$ cat src/rtl/if_prefetch.sv
// rtl/if_prefetch.sv - instruction fetch stage with prefetch queue
//
// Owns the fetch PC, issues one sequential read at a time to instruction
// memory (req/gnt, then rvalid/rdata) and buffers returned {pc, inst} pairs
// in a DEPTH-entry queue presented to ID with valid/ready. A redirect
// flushes the queue, drops any in-flight response and restarts at a new PC.
//
// Ports:
//   clk, rst                 clock, asynchronous active-high reset
//   mem_req_o, mem_addr_o    read request and address (= fetch_pc)
//   mem_gnt_i                memory accepts the request this cycle
//   mem_rvalid_i, mem_rdata_i read response
//   redirect_i, redirect_pc_i flush and restart fetch at redirect_pc_i
//   valid_o, ready_i         head-of-queue handshake to ID
//   pc_o, inst_o             head entry (zero when valid_o=0)

module if_prefetch #(
    parameter int                ADDR_W   = 32,
    parameter int                INST_W   = 32,
    parameter int                DEPTH    = 4,
    parameter logic [ADDR_W-1:0] RESET_PC = '0
) (
    input  logic              clk,
    input  logic              rst,
    output logic              mem_req_o,
    output logic [ADDR_W-1:0] mem_addr_o,
    input  logic              mem_gnt_i,
    input  logic              mem_rvalid_i,
    input  logic [INST_W-1:0] mem_rdata_i,
    input  logic              redirect_i,
    input  logic [ADDR_W-1:0] redirect_pc_i,
    output logic              valid_o,
    input  logic              ready_i,
    output logic [ADDR_W-1:0] pc_o,
    output logic [INST_W-1:0] inst_o
);

    localparam int PTR_W = $clog2(DEPTH);
    localparam int CNT_W = PTR_W + 1;

    typedef enum logic [1:0] {
        IDLE = 2'd0,
        BUSY = 2'd1,
        DROP = 2'd2
    } state_t;

    state_t            state;
    logic [ADDR_W-1:0] fetch_pc;
    logic [ADDR_W-1:0] req_pc;
    logic [CNT_W-1:0]  count;
    logic [PTR_W-1:0]  rd_ptr;
    logic [PTR_W-1:0]  wr_ptr;
    logic [ADDR_W-1:0] pc_q   [DEPTH];
    logic [INST_W-1:0] inst_q [DEPTH];

    logic push;
    logic pop;

    // Redirect targets are word aligned; the low bits are deliberately dropped.
    logic [1:0] unused_redirect_lsb;
    assign unused_redirect_lsb = redirect_pc_i[1:0];

    always_comb begin
        // Request only with a free slot reserved, so a returning response
        // can always be pushed without checking for full.
        mem_req_o  = !rst && (state == IDLE) && (count < CNT_W'(DEPTH)) && !redirect_i;
        mem_addr_o = fetch_pc;
        valid_o    = (count != '0);
        pc_o       = valid_o ? pc_q[rd_ptr]   : '0;
        inst_o     = valid_o ? inst_q[rd_ptr] : '0;
        push       = (state == BUSY) && mem_rvalid_i && !redirect_i;
        pop        = valid_o && ready_i && !redirect_i;
    end

    // Queue storage carries no reset; occupancy is tracked by count.
    always_ff @(posedge clk) begin
        if (push) begin
            pc_q[wr_ptr]   <= req_pc;
            inst_q[wr_ptr] <= mem_rdata_i;
        end
    end

    always_ff @(posedge clk or posedge rst) begin
        if (rst) begin
            state    <= IDLE;
            fetch_pc <= RESET_PC;
            req_pc   <= '0;
            count    <= '0;
            rd_ptr   <= '0;
            wr_ptr   <= '0;
        end else if (redirect_i) begin
            count    <= '0;
            rd_ptr   <= '0;
            wr_ptr   <= '0;
            fetch_pc <= {redirect_pc_i[ADDR_W-1:2], 2'b00};
            case (state)
                // An outstanding read must still be absorbed before the
                // next request, so BUSY without its response waits in DROP.
                BUSY:    state <= mem_rvalid_i ? IDLE : DROP;
                DROP:    state <= mem_rvalid_i ? IDLE : DROP;
                default: state <= IDLE;
            endcase
        end else begin
            case (state)
                IDLE: begin
                    if (mem_req_o && mem_gnt_i) begin
                        req_pc   <= fetch_pc;
                        fetch_pc <= fetch_pc + ADDR_W'(4);
                        state    <= BUSY;
                    end
                end
                BUSY:    if (mem_rvalid_i) state <= IDLE;
                DROP:    if (mem_rvalid_i) state <= IDLE;
                default: state <= IDLE;
            endcase
            if (push) wr_ptr <= wr_ptr + PTR_W'(1);
            if (pop)  rd_ptr <= rd_ptr + PTR_W'(1);
            case ({push, pop})
                2'b10:   count <= count + CNT_W'(1);
                2'b01:   count <= count - CNT_W'(1);
                default: count <= count;
            endcase
        end
    end

endmodule

$ cat config.mk
export PLATFORM = sky130hd
export DESIGN_NAME = if_prefetch
export DESIGN_NICKNAME = d
export VERILOG_FILES = /design/src/rtl/if_prefetch.sv
export SDC_FILE = /design/constraint.sdc
export NUM_CORES = 1
export LEC_CHECK = 0
export CAP_MARGIN = 10
export CORE_ASPECT_RATIO = 0.7
export CORE_UTILIZATION = 50
export CTS_CLUSTER_DIAMETER = 120
export DETAILED_ROUTE_END_ITERATION = 10
export PLACE_DENSITY = 0.76
export SETUP_SLACK_MARGIN = 0.5
export SKIP_CTS_REPAIR_TIMING = 1
export SYNTH_ARGS = -nofsm -noshare
export SYNTH_HDL_FRONTEND = slang
export SYNTH_SLANG_ARGS = --single-unit
$ cat constraint.sdc
create_clock -name clk -period 2.63 [get_ports clk]
set_input_delay 0.526 -clock clk [delete_from_list [all_inputs] [get_ports clk]]
set_output_delay 0.526 -clock clk [all_outputs]
set_load 0.01 [all_outputs]
==> results by group <==
Worst setup path
  • Crit Path Class: reg2out
  • CP most frequent cell: buf_6
  • Setup slack, reg-to-reg: 360 ps
  • CP Max Fanout: 8
  • Crit start category: register
  • Launch point of the worst path: rd_ptr[0]$_DFFE_PP0P_
  • Delay-heaviest family, CP: buffers and inverters
  • R2R Path Start: count[0]$_DFFE_PP0P_
  • Req. time, crit path: 2100 ps
  • Critical Path End Type: primary output
  • CP arrival: 2200 ps
  • Worst Reg2Reg Path Length in Cells: 7
  • Worst Path Buf+Inv: 4
  • Critical path's slowest cell: dfrtp_4
  • CP Depth: 6
  • Crit path largest cell delay: 520 ps
  • CP Cell Sequence: buf_12 -> buf_6 -> clkbuf_16 -> mux4_2 -> and2_4 -> buf_6

Synth
  • Mapped Area: 0.01287 mm²
  • Seq cells post-synth: 317
  • Post-Synth XOR/XNOR Area: 0.006126
  • Count leader, synth: edfxtp_1
  • Top cell type's share of synthesized area: 0.5788
  • Mux cell area share after synthesis: 0.1143
  • Async SR Flop Fraction: 0.2177
  • Ys Warns: 0
  • Synth area leaders: edfxtp_1 58%, dfrtp_1 13%, mux4_2 11%, and2_1 3.5%, nand2_1 3.4%
  • Synth Instances: 793
  • Mapped Avg Cell Area: 16.23 µm²
  • Post-synth EDFFs: 248
  • Post-synth top flop: edfxtp_1
  • Yosys cell types: 48
  • Proportion of synthesized chip area in sequential cells: 0.7130
  • Synth cell count leaders: 248 x edfxtp_1, 117 x nand2_1, 71 x and2_1, 69 x dfrtp_1, 63 x mux4_2
  • Post-synthesis compound-gate area fraction: 0.03257
  • Adder-Cell Fraction of Synth Area: 0.008363
  • Post-Synth Simple-Gate Area: 0.1063
  • Leading area contributor after synthesis: edfxtp_1
  • Dominant combinational cell family by area after synthesis: multiplexers

Cells and area
  • ANT cells: 0
  • Area occupied by multi-input gates: 0.003696 mm²
  • Area Growth Syn to Fin: 31.48%
  • Fillers: 1701
  • NumNets Final: 1101
  • Share of layout cells above drive strength 1: 0.3330
  • Reg area: 0.009205 mm²

STA
  • Hold WS: 434.2 ps
  • RSZ-0062 raised after global routing: yes
  • Fmax achieved: 366.3 MHz
  • Min Tclk post-route: 2730 ps
  • Setup TNS: -1892 ps
  • Final Hold Vio Count: 0
  • Fin Clk Skew: 16.81 ps
  • Final setup vio count: 27
  • Period utilization: 1.038
  • Max-slew violations: 0
  • Final worst slack: -100.2 ps

Placement
  • IO buf count: 161
  • Final GP Congestion: 0.8526
  • Post-place setup slack: 89.53 ps
  • Hpwl dp: 17.84 mm

Clock tree
  • TritonCTS Buffers: 29
  • CTS tree: yes
  • CTS root buffer: clkbuf_16
  • Reg clk slew, reported paths: 70 ps
  • Max Root-Sink Buffers: 3
  • Htree depth: 1
  • Clock Latency Late Sink: 540 ps
  • CTS Sinks: 317

Power and ir drop
  • Pwr Density: 712.5 mW/mm²
  • Leak: 6.288 nW
  • Worst VDD drop: 0.0005291 V

Routing
  • Drc violations: 0
  • DR pass1 iterations: 5
  • Drt initial violations: 672
  • DR vias: 7781
  • Avg Vias per Cell: 5.680
  • Routed WL per cell: 21.64 µm
  • Antenna-violating nets left: 0
  • Final WL: 29.65 mm

Flow run
  • Max Cap Viol: 0

Die
  • Die ar.: 0.02639 mm²
  • CORE AREA: 0.02498 mm²
  • Initial cell density of the core: 0.5150
  • Die Y: 136.2 µm
  • Die extent in x: 193.7 µm
  • # IOs: 168
  • Cell Rows: 48

Global routing
  • Largest net degree at the start of global routing: 66
  • First-pass GRT wire length: 42.96 mm
  • Total gr overflow: 0
  • Initial antenna violation count: 0
  • Tot GR Track Use: 0.2125
  • Vias in the first global route: 7566

Hold path
  • Hold crit path type: in2async

Run status
  • Status: complete, but fails checks
  • Failing checks: negative setup slack
-- through the flow --
step / instance area [µm²] / power, mW / utilization / cells
floorplan: 12900 / 6.903 / - / 796
CTS: 16180 / 11.75 / 0.6476 / 1332
detailed placement: 15280 / 7.787 / 0.6115 / 1279
global placement: 15280 / 7.732 / 0.6115 / 1279
finish: 16920 / 12.05 / 0.6771 / 1370
global route: 16920 / 12.48 / 0.6771 / 1370
-- placed cells by master, fill, tap and decap left out, types with 7 or more instances in the layout --
cell type,count
clkbuf_1,16
mux4_2,63
dfrtp_2,19
edfxtp_1,248
nand2_1,114
dlymetal6s2s_1,14
o21ai_0,17
buf_6,50
buf_4,49
nor2_1,21
and2_1,14
clkdlybuf4s50_1,83
nand4_1,11
buf_12,25
nor3_1,7
clkbuf_2,9
nand3_1,19
and3_1,7
clkbuf_16,39
and2_4,57
dfrtp_1,48
a21oi_1,7
-- worst register-to-register path, cell delays in order, from the launching register on --
cell and delay (ps):
dfrtp_2 420, or3_4 480, clkbuf_16 250, nand3_4 160, nor2_4 40, fa_2 340, mux4_2 440, nor2_2 80
-- flip-flops by register name (all words and copies together) (netlist names) --
name / flops
inst_q: 128
pc_q: 120
mem_addr_o: 30
req_pc: 30
count: 3
rd_ptr: 2
state: 2
wr_ptr: 2
-- kinds of logic (layout without fill, tap and decap cells) --
logic type,Yosys count,in the layout
mux,68,68
simple gates,276,276
other cells,1,4
buf+inv,54,303
flops,317,317
xor+xnor,9,9
compound gates,60,60
fa+ha+maj,8,8
-- layout make-up --
| type | count | share of cell area |
|---|---|---|
| multi-input cells | 425 | 0.2185 |
| flip-flops and latches | 317 | 0.5441 |
| inverters | 7 | 0.001775 |
| clock buffers | 49 | 0.05236 |
| well taps | 325 | 0.02404 |
| repair buffers | 243 | 0.1583 |
| clock inverters | 4 | 0.0009615 |
-- path summary, 6_finish.rpt --
kind                                         endpoint
setup / recovery                           inst_o[16]
hold / removal             mem_addr_o[14]$_DFFE_PP0P_
setup reg to reg                 count[2]$_DFFE_PP0P_
hold reg to reg                 pc_q[2][13]$_DFFE_PP_
max in group asynchronous  mem_addr_o[29]$_DFFE_PP0P_
min in group clk                pc_q[2][13]$_DFFE_PP_
-- where the power goes --
group	internal, mW	leakage, nW	total (mW)	switching (mW)
registers	5.83	3.08	6.15	0.313
logic	1.06	2.78	1.92	0.862
clock network	2.28	0.434	3.99	1.70
total	9.18	6.29	12.1	2.88
-- layer usage --
metal | wire length, µm | GRT usage | part of all wire
met1 | 13150 | 0.3125 | 0.44
met2 | 13960 | 0.3383 | 0.47
met3 | 1920 | 0.03076 | 0.065
met4 | 614 | 0.05289 | 0.021
met5 | 0 | 0 | 0
Power figures use the tool's default switching activity.
